File: src/rtl/cpu_exec_ctrl_if.sv
// cpu_exec_ctrl_if
//   Bus between the execution sequencer and the CPU / front panel.
//   master modport : the sequencer (drives cpu_ce, state, instr_cnt)
//   slave  modport : the CPU side (drives div_sel, pc, bp_addr, bp_valid)
//   Signals:
//     div_sel   [1:0]  run rate select, period = DIV_BASE << (2*div_sel)
//     pc        [3:0]  ip of the instruction about to execute
//     bp_addr   [3:0]  breakpoint address
//     bp_valid         breakpoint armed
//     cpu_ce           one-cycle execute enable to the CPU
//     state     [1:0]  00 HALT, 01 RUN, 10 STEP, 11 BREAK
//     instr_cnt [7:0]  number of cpu_ce pulses issued, wrapping
interface cpu_exec_ctrl_if;
  logic [1:0] div_sel;
  logic [3:0] pc;
  logic [3:0] bp_addr;
  logic       bp_valid;
  logic       cpu_ce;
  logic [1:0] state;
  logic [7:0] instr_cnt;

  modport master (
    input  div_sel, pc, bp_addr, bp_valid,
    output cpu_ce, state, instr_cnt
  );

  modport slave (
    output div_sel, pc, bp_addr, bp_valid,
    input  cpu_ce, state, instr_cnt
  );
endinterface

File: src/rtl/cpu_exec_ctrl.sv
// cpu_exec_ctrl
//   Execution sequencer for the 4-bit CPU. Produces the CPU clock enable so the
//   program free-runs at a slow visible rate, single-steps on a button, or halts.
//   Optional build macro CPU_EXEC_CTRL_BREAKPOINT_EN adds an address breakpoint
//   that stops free-run before the instruction at bp_addr.
//   Ports:
//     clk       system clock
//     n_reset   asynchronous active-low reset
//     btn_run   raw run/halt toggle button, active-high, asynchronous
//     btn_step  raw single-step button, active-high, asynchronous
//     bus       cpu_exec_ctrl_if.master (div_sel, pc, bp_addr, bp_valid in;
//               cpu_ce, state, instr_cnt out)
module cpu_exec_ctrl #(
  parameter logic [23:0] DIV_BASE  = 24'd3_000_000,
  parameter int unsigned DIV_W     = 32,
  parameter logic [15:0] DB_CYCLES = 16'd60_000
) (
  input  logic clk,
  input  logic n_reset,
  input  logic btn_run,
  input  logic btn_step,
  cpu_exec_ctrl_if.master bus
);

  typedef enum logic [1:0] {
    ST_HALT  = 2'b00,
    ST_RUN   = 2'b01,
    ST_STEP  = 2'b10,
    ST_BREAK = 2'b11
  } state_e;

  // Button conditioning: index 0 = run, index 1 = step.
  logic [1:0]  btn_raw;
  logic [1:0]  sync1;
  logic [1:0]  sync2;
  logic [1:0]  db_level;
  logic [1:0]  btn_pulse;
  logic [15:0] db_cnt [2];

  assign btn_raw = {btn_step, btn_run};

  // NOTE: sequential state uses non-blocking assignments only, so every flop
  // samples the pre-edge value of every other flop regardless of block order.
  always_ff @(posedge clk or negedge n_reset) begin
    if (!n_reset) begin
      sync1     <= '0;
      sync2     <= '0;
      db_level  <= '0;
      btn_pulse <= '0;
      // NOTE: this tiny counter array is plain flops, so each entry is reset;
      // a real RAM would not be.
      for (int i = 0; i < 2; i++) db_cnt[i] <= '0;
    end else begin
      sync1     <= btn_raw;
      sync2     <= sync1;
      btn_pulse <= '0;
      for (int i = 0; i < 2; i++) begin
        if (sync2[i] == db_level[i]) begin
          db_cnt[i] <= '0;
        end else if (db_cnt[i] == DB_CYCLES - 16'd1) begin
          // DB_CYCLES consecutive differing samples: accept the new level and
          // emit a single pulse on the accepted rising edge.
          db_level[i]  <= sync2[i];
          db_cnt[i]    <= '0;
          btn_pulse[i] <= sync2[i];
        end else begin
          db_cnt[i] <= db_cnt[i] + 16'd1;
        end
      end
    end
  end

  logic run_pulse;
  logic step_pulse;
  assign run_pulse  = btn_pulse[0];
  assign step_pulse = btn_pulse[1];

  // Sequencer
  state_e           state_q;
  logic             ce_q;
  logic [DIV_W-1:0] presc_q;
  logic [DIV_W-1:0] period_q;
  logic [DIV_W-1:0] period_next;
  logic             terminal;
  logic             bp_hit;
  logic [7:0]       instr_cnt_q;

  assign period_next = DIV_W'(DIV_BASE) << {bus.div_sel, 1'b0};
  assign terminal    = (presc_q == period_q - DIV_W'(1));

`ifdef CPU_EXEC_CTRL_BREAKPOINT_EN
  // Set when resuming from BREAK so the instruction under the breakpoint runs.
  logic skip_q;
  assign bp_hit = bus.bp_valid && (bus.pc == bus.bp_addr) && !skip_q;
`else
  logic unused_bp;
  assign unused_bp = ^{bus.bp_valid, bus.bp_addr, bus.pc};
  assign bp_hit    = 1'b0;
`endif

  always_ff @(posedge clk or negedge n_reset) begin
    if (!n_reset) begin
      state_q  <= ST_HALT;
      ce_q     <= 1'b0;
      presc_q  <= '0;
      period_q <= DIV_W'(DIV_BASE);
`ifdef CPU_EXEC_CTRL_BREAKPOINT_EN
      skip_q   <= 1'b0;
`endif
    end else begin
      ce_q <= 1'b0;
      case (state_q)
        ST_HALT: begin
          // run_pulse has priority; a coincident step_pulse is dropped.
          if (run_pulse) begin
            state_q  <= ST_RUN;
            presc_q  <= '0;
            period_q <= period_next;
`ifdef CPU_EXEC_CTRL_BREAKPOINT_EN
            skip_q   <= 1'b0;
`endif
          end else if (step_pulse) begin
            state_q <= ST_STEP;
            ce_q    <= 1'b1;
          end
        end
        ST_STEP: begin
          state_q <= ST_HALT;
        end
        ST_RUN: begin
          if (run_pulse) begin
            // Halting wins over a coincident terminal count: no ce issued.
            state_q <= ST_HALT;
            presc_q <= '0;
          end else if (terminal) begin
            presc_q  <= '0;
            period_q <= period_next;
            if (bp_hit) begin
              state_q <= ST_BREAK;
            end else begin
              ce_q <= 1'b1;
`ifdef CPU_EXEC_CTRL_BREAKPOINT_EN
              skip_q <= 1'b0;
`endif
            end
          end else begin
            presc_q <= presc_q + DIV_W'(1);
          end
        end
`ifdef CPU_EXEC_CTRL_BREAKPOINT_EN
        ST_BREAK: begin
          if (run_pulse) begin
            state_q  <= ST_RUN;
            presc_q  <= '0;
            period_q <= period_next;
            skip_q   <= 1'b1;
          end else if (step_pulse) begin
            state_q <= ST_STEP;
            ce_q    <= 1'b1;
            skip_q  <= 1'b0;
          end
        end
`endif
        default: begin
          state_q <= ST_HALT;
        end
      endcase
    end
  end

  always_ff @(posedge clk or negedge n_reset) begin
    if (!n_reset) begin
      instr_cnt_q <= '0;
    end else begin
      instr_cnt_q <= instr_cnt_q + 8'(ce_q);
    end
  end

  assign bus.cpu_ce    = ce_q;
  assign bus.state     = state_q;
  assign bus.instr_cnt = instr_cnt_q;

endmodule
File: src/flat_wrapper.sv
// flat-port wrapper written by rule: the top's interface ports become plain ports
module cpu_exec_ctrl_flat 
#(
  parameter logic [23:0] DIV_BASE  = 24'd3_000_000,
  parameter int unsigned DIV_W     = 32,
  parameter logic [15:0] DB_CYCLES = 16'd60_000
)
  (clk, n_reset, btn_run, btn_step, bus_div_sel, bus_pc, bus_bp_addr, bus_bp_valid, bus_cpu_ce, bus_state, bus_instr_cnt);
  cpu_exec_ctrl_if bus_i ();
  input  logic clk;
  input  logic n_reset;
  input  logic btn_run;
  input  logic btn_step;
  input wire logic [$bits(bus_i.div_sel)-1:0] bus_div_sel;
  input wire logic [$bits(bus_i.pc)-1:0] bus_pc;
  input wire logic [$bits(bus_i.bp_addr)-1:0] bus_bp_addr;
  input wire logic [$bits(bus_i.bp_valid)-1:0] bus_bp_valid;
  output wire logic [$bits(bus_i.cpu_ce)-1:0] bus_cpu_ce;
  output wire logic [$bits(bus_i.state)-1:0] bus_state;
  output wire logic [$bits(bus_i.instr_cnt)-1:0] bus_instr_cnt;
  assign bus_i.div_sel = bus_div_sel;
  assign bus_i.pc = bus_pc;
  assign bus_i.bp_addr = bus_bp_addr;
  assign bus_i.bp_valid = bus_bp_valid;
  assign bus_cpu_ce = bus_i.cpu_ce;
  assign bus_state = bus_i.state;
  assign bus_instr_cnt = bus_i.instr_cnt;
  cpu_exec_ctrl #(.DIV_BASE(DIV_BASE), .DIV_W(DIV_W), .DB_CYCLES(DB_CYCLES)) u_core (.clk(clk), .n_reset(n_reset), .btn_run(btn_run), .btn_step(btn_step), .bus(bus_i));
endmodule
File: config.mk
export PLATFORM = sky130hd
export DESIGN_NAME = cpu_exec_ctrl_flat
export DESIGN_NICKNAME = d
export VERILOG_FILES = /design/src/rtl/cpu_exec_ctrl_if.sv /design/src/rtl/cpu_exec_ctrl.sv /design/src/flat_wrapper.sv
export SDC_FILE = /design/constraint.sdc
export NUM_CORES = 1
export LEC_CHECK = 0
export BUFFER_PORTS_ARGS = -buffer_cell sky130_fd_sc_hd__buf_2
export CAP_MARGIN = 20
export CORE_UTILIZATION = 63
export CTS_CLUSTER_SIZE = 20
export DETAILED_ROUTE_END_ITERATION = 10
export PLACE_DENSITY = 0.79
export SYNTH_ARGS = -nofsm -noshare
export SYNTH_HDL_FRONTEND = slang
export SYNTH_SLANG_ARGS = --single-unit
File: constraint.sdc
create_clock -name clk -period 3.5 [get_ports clk]
set_input_delay 0.525 -clock clk [delete_from_list [all_inputs] [get_ports clk]]
set_output_delay 0.525 -clock clk [all_outputs]
set_load 0.005 [all_outputs]
* Word-level counts from Yosys, hierarchy flattened
Index checks and enable logic that the tools add are counted.
Cells by class: add/sub/neg operators 5, equality and inequality tests 11, shift-type cells 1, mux-type cells 25, bitwise logic cells 2, reductions and logical operators 7
Operators by type and width (number):
- $mux W32 | 6
- $pmux W32 S2 | 2
- $mux W16 | 4
- $add A16 B1 Y16 const B | 2
- $add A32 B1 Y32 const B | 1
- $eq A16 B16 Y1 const B | 2
- $eq A32 B32 Y1 | 1
- $shl A22 B3 Y32 const A | 1
- $sub A32 B1 Y32 const B | 1
- $add A8 B1 Y8 | 1
- $mux W1 | 8
- $reduce_and A2 Y1 | 4
- $mux W2 | 3
- $ne A2 B1 Y1 const B | 3
- $pmux W2 S2 | 1
- $reduce_and A4 Y1 | 1
- $ne A3 B1 Y1 const B | 1
- $eq A1 B1 Y1 | 2
- $eq A2 B1 Y1 const B | 1
- $logic_not A2 Y1 | 1
- $ne A2 B2 Y1 const B | 1
- $not A1 Y1 | 2
- $pmux W1 S2 | 1
- $reduce_bool A2 Y1 | 1
Storage, ports and cells: flip-flop bits (word level) 115, input port bits 15, output and inout bits 11, logic and storage cells 63

* Longest topological paths before layout
word-level depth 5, mapped depth 12, mapped depth without buffers 9

* Worst setup path after synthesis
Ideal clock, no wire load.
path type register to register, from register u_core.period_q[7], to register u_core.period_q[25], setup time 126 ps, data arrival time 2511 ps, required time 3374 ps, slack 863 ps, cell stages (with the launch flop) 11, buffers on the path 2, period minus slack after synthesis 2637 ps, path through dfstp_2 -> buf_2 -> inv_1 -> ha_1 -> or4b_1 -> nor3_1 -> a41o_1 -> a2111oi_4 -> nand4_4 -> buf_6 -> a311o_1
Between the ends: word-level cells in the longest chain between the ends 4
Ends and longest elaborated chain:
- start: declaration | line cpu_exec_ctrl.sv:82 | logic [DIV_W-1:0] period_q;
- start signal: assignment | line cpu_exec_ctrl.sv:106 | period_q <= DIV_W'(DIV_BASE);
- start signal: assignment | line cpu_exec_ctrl.sv:118 | period_q <= period_next;
- start signal: assignment | line cpu_exec_ctrl.sv:137 | period_q <= period_next;
- $sub A32 B1 Y32 | line cpu_exec_ctrl.sv:89 | assign terminal = (presc_q == period_q - DIV_W'(1));
- $eq A32 B32 Y1 | line cpu_exec_ctrl.sv:89
- $ne A2 B1 Y1 (no source line)
- $reduce_and A4 Y1 (no source line)
No other way between the ends. A chain may end at the register's enable or synchronous reset.

* Final worst setup path
from register u_core.period_q[7], to register u_core.presc_q[18]
Between the ends: word-level cells in the longest chain between the ends 5
Ends and longest elaborated chain:
- $sub A32 B1 Y32 | line cpu_exec_ctrl.sv:89
- $eq A32 B32 Y1 | line cpu_exec_ctrl.sv:89
- $mux W32 | line cpu_exec_ctrl.sv:135 | end else if (terminal) begin
- $mux W32 | line cpu_exec_ctrl.sv:131 | if (run_pulse) begin
- $pmux W32 S2 | line cpu_exec_ctrl.sv:112 | case (state_q)
- end signal: assignment | line cpu_exec_ctrl.sv:147 | presc_q <= presc_q + DIV_W'(1);
- end: declaration | line cpu_exec_ctrl.sv:81 | logic [DIV_W-1:0] presc_q;
No other way between the ends.

==> flow_summary.toml <==
[placement]
place_ws_ps = 462
numPortBuffers = 16
gp_congestion = 0.876
place_inst = 784
place_area_um2 = 6340
dpl.hpwl_mm = 9.43

[yosys]
ys_top_cells_by_count = "dfrtp_1, nor2_1, nand2_1"
ys_seq_area_frac = 0.382
syn_inst = 678
synth_top_cell_by_area = "dfrtp_1"
ys_types = 71
ys.flop_type = "dfrtp_1"
synthArstFlopShare = 1.00
synth.cell_area_um2 = 6240
synth_top_area_frac = 0.357
synth.area.top_cells = "dfrtp_1, xor2_1, xnor2_1"
syn_avg_cell_area_um2 = 9.20
ys_seq_elements = 95
synth_most_common_cell = "dfrtp_1"
syn_nets = 705
synth_edf_count = 0
yosysWarningCount = 0

[detailed_routing]
drtPass1Iterations = 5
vias = 5234
drt_first_iter_violations = 408
wl_mm = 14.2
viasPerCell = 6.53
wl_per_cell_um = 17.8
ant_nets = 0
drc = 0

[cts]
cts.repair.resized = 0
cts_tree = "built"
ctsRootBufferMaster = "clkbuf_8"
post_cts_buffers = 0
cts_buffer_depth = 2
cts.sinks = 95
clkSlewWorstSetupHoldPaths_ps = 100
cts_htree_levels = 3
clkLatencyLatePin_ps = 360
cts_made_buffers = 9
holdBufCountCts = 0

[floorplanning]
fp-row-count = 35
die_width_um = 102
initial_core_util = 0.663
dieArea_um2 = 10300
die_h_um = 102
num_io_pins = 26
core_um2 = 9420

[timing]
grt_setup_unrepaired = "false"
clock.fmax_mhz = 319
timing.final.crit_share = 0.896
drv_slew = 0
maxSlewHeadroom = 0.303
skew_ps = 12.7
fin_crit_ps = 3140
tns_ps = 0
setup_violations = 0
tightest_slew_ps = 1050
setup_ws_ps = 364
hold_viol = 0

[setup_path]
worstSetupStartpointType = "register"
required_ps = 3700
worstSetupPathType = "register to register"
crit_path_end_kind = "register"
arrival_ps = 3340
critPathMaxFanout = 27

[global_route]
antenna_found_initial = 0
grt_pass1_vias = 5113
grt_max_degree = 86
grt_use_total = 0.295
overflow = 0
grt_pass1_wl_mm = 24.2

[layout]
antenna_cells = 0
syn_to_final_growth_pct = 4.87
final_util = 0.695
design_area_um2 = 6550
instances_no_fill = 801
nets = 694
final_layout_size_suffix_gt1_frac = 0.126
fillers = 733

[status]
status = "finished clean"

[power]
p_per_area_nw_per_um2 = 287
p_leak_nw = 2.75
ir_drop_mv = 0.267

[job]
drv_cap = 0

[min_path]
min-delay-path-class = "input pin to asynchronous set/reset pin"
-- state kept, by name (all words and copies together), names as in the netlist --
register,count
u_core.btn_pulse,2
u_core.bus.cpu_ce,1
u_core.bus.instr_cnt,8
u_core.bus.state,2
u_core.db_cnt,32
u_core.db_level,2
u_core.period_q,12
u_core.presc_q,32
u_core.sync1,2
u_core.sync2,2
-- metrics by stage --
stage                     total power, W  hold slack, ps
final                            0.00188            72.9
after global routing             0.00195            88.8
after CTS                        0.00189             258
after detailed placement         0.00121             348
after global placement           0.00121             335
after floorplan                  0.00117             229
-- worst paths after layout --
check                                          startpoint                             end  slack (ps)  cells past startpoint
max in group asynchronous                         n_reset     u_core.db_cnt[25]$_DFF_PN0_        2580                      3
min in group clk                                  btn_run       u_core.sync1[0]$_DFF_PN0_         280                      1
hold / removal                                    n_reset  u_core.presc_q[27]$_DFFE_PN0P_          70                      1
hold reg to reg                 u_core.sync1[0]$_DFF_PN0_       u_core.sync2[0]$_DFF_PN0_         360                      0
setup / recovery           u_core.period_q[7]$_DFFE_PN1P_  u_core.presc_q[18]$_DFFE_PN0P_         360                      9
setup reg to reg           u_core.period_q[7]$_DFFE_PN1P_  u_core.presc_q[18]$_DFFE_PN0P_         360                      9
-- per-layer routing --
layer | routed length [um] | share of wire | global-route usage
met3 | 596 | 0.042 | 0.0366
met5 | 0 | 0 | 0
met4 | 164 | 0.012 | 0.0892
met2 | 7320 | 0.51 | 0.510
met1 | 6160 | 0.43 | 0.388
-- placed cells by master (no fill, tap or decap), types with 8 or more instances in the layout --
master	n
a21boi_0	15
a21oi_1	13
a22oi_1	19
and2_1	13
and3_1	34
buf_2	15
buf_4	12
clkbuf_8	9
dfrtp_1	89
ha_1	12
inv_1	13
nand2_1	49
nand3_1	37
nand3b_1	8
nand4_1	15
nor2_1	50
nor3_1	21
nor4_1	13
o21ai_0	15
o31ai_1	11
o41ai_1	13
or2_2	10
or3_1	11
or4_1	8
xnor2_1	26
xor2_1	31
-- area by class of cell --
cell class                      instances  area, um^2  area share
Sequential cell                        95        2380       0.364
Inverter                               13        48.8     0.00746
Timing Repair Buffer                   29         213      0.0325
Clock buffer                           10         128      0.0195
Clock inverter                          6        51.3     0.00784
Tap cell                              129         161      0.0247
Multi-Input combinational cell        519        3560       0.544
-- critical path, cell delays in order (launching register included) --
cell and delay, ps:
dfstp_2 430, inv_1 80, ha_1 220, nor4b_1 510, and4_1 320, a21oi_1 110, a221o_1 480, buf_12 220
nor2_4 430, o41ai_1 160
-- cells by family (layout without fill, tap and decap cells) --
logic type,count (synthesis),in the layout,share of synthesized area
AO/OA/AOI/OAI,139,139,0.175
AND/OR/NAND/NOR,308,308,0.284
multiplexers,3,3,0.00521
XOR/XNOR,57,57,0.0800
adder cells (fa/ha/maj),12,12,0.0241
flip-flops,95,95,0.382
buffers and inverters,64,58,0.0491
-- report_power, final --
part | internal [W] | switching, W
sequential | 0.00111 | 0.0000140
combinational | 0.0000217 | 0.0000459
clock | 0.000269 | 0.000415
total | 0.00140 | 0.000475
(Power assumes the default switching activity.)
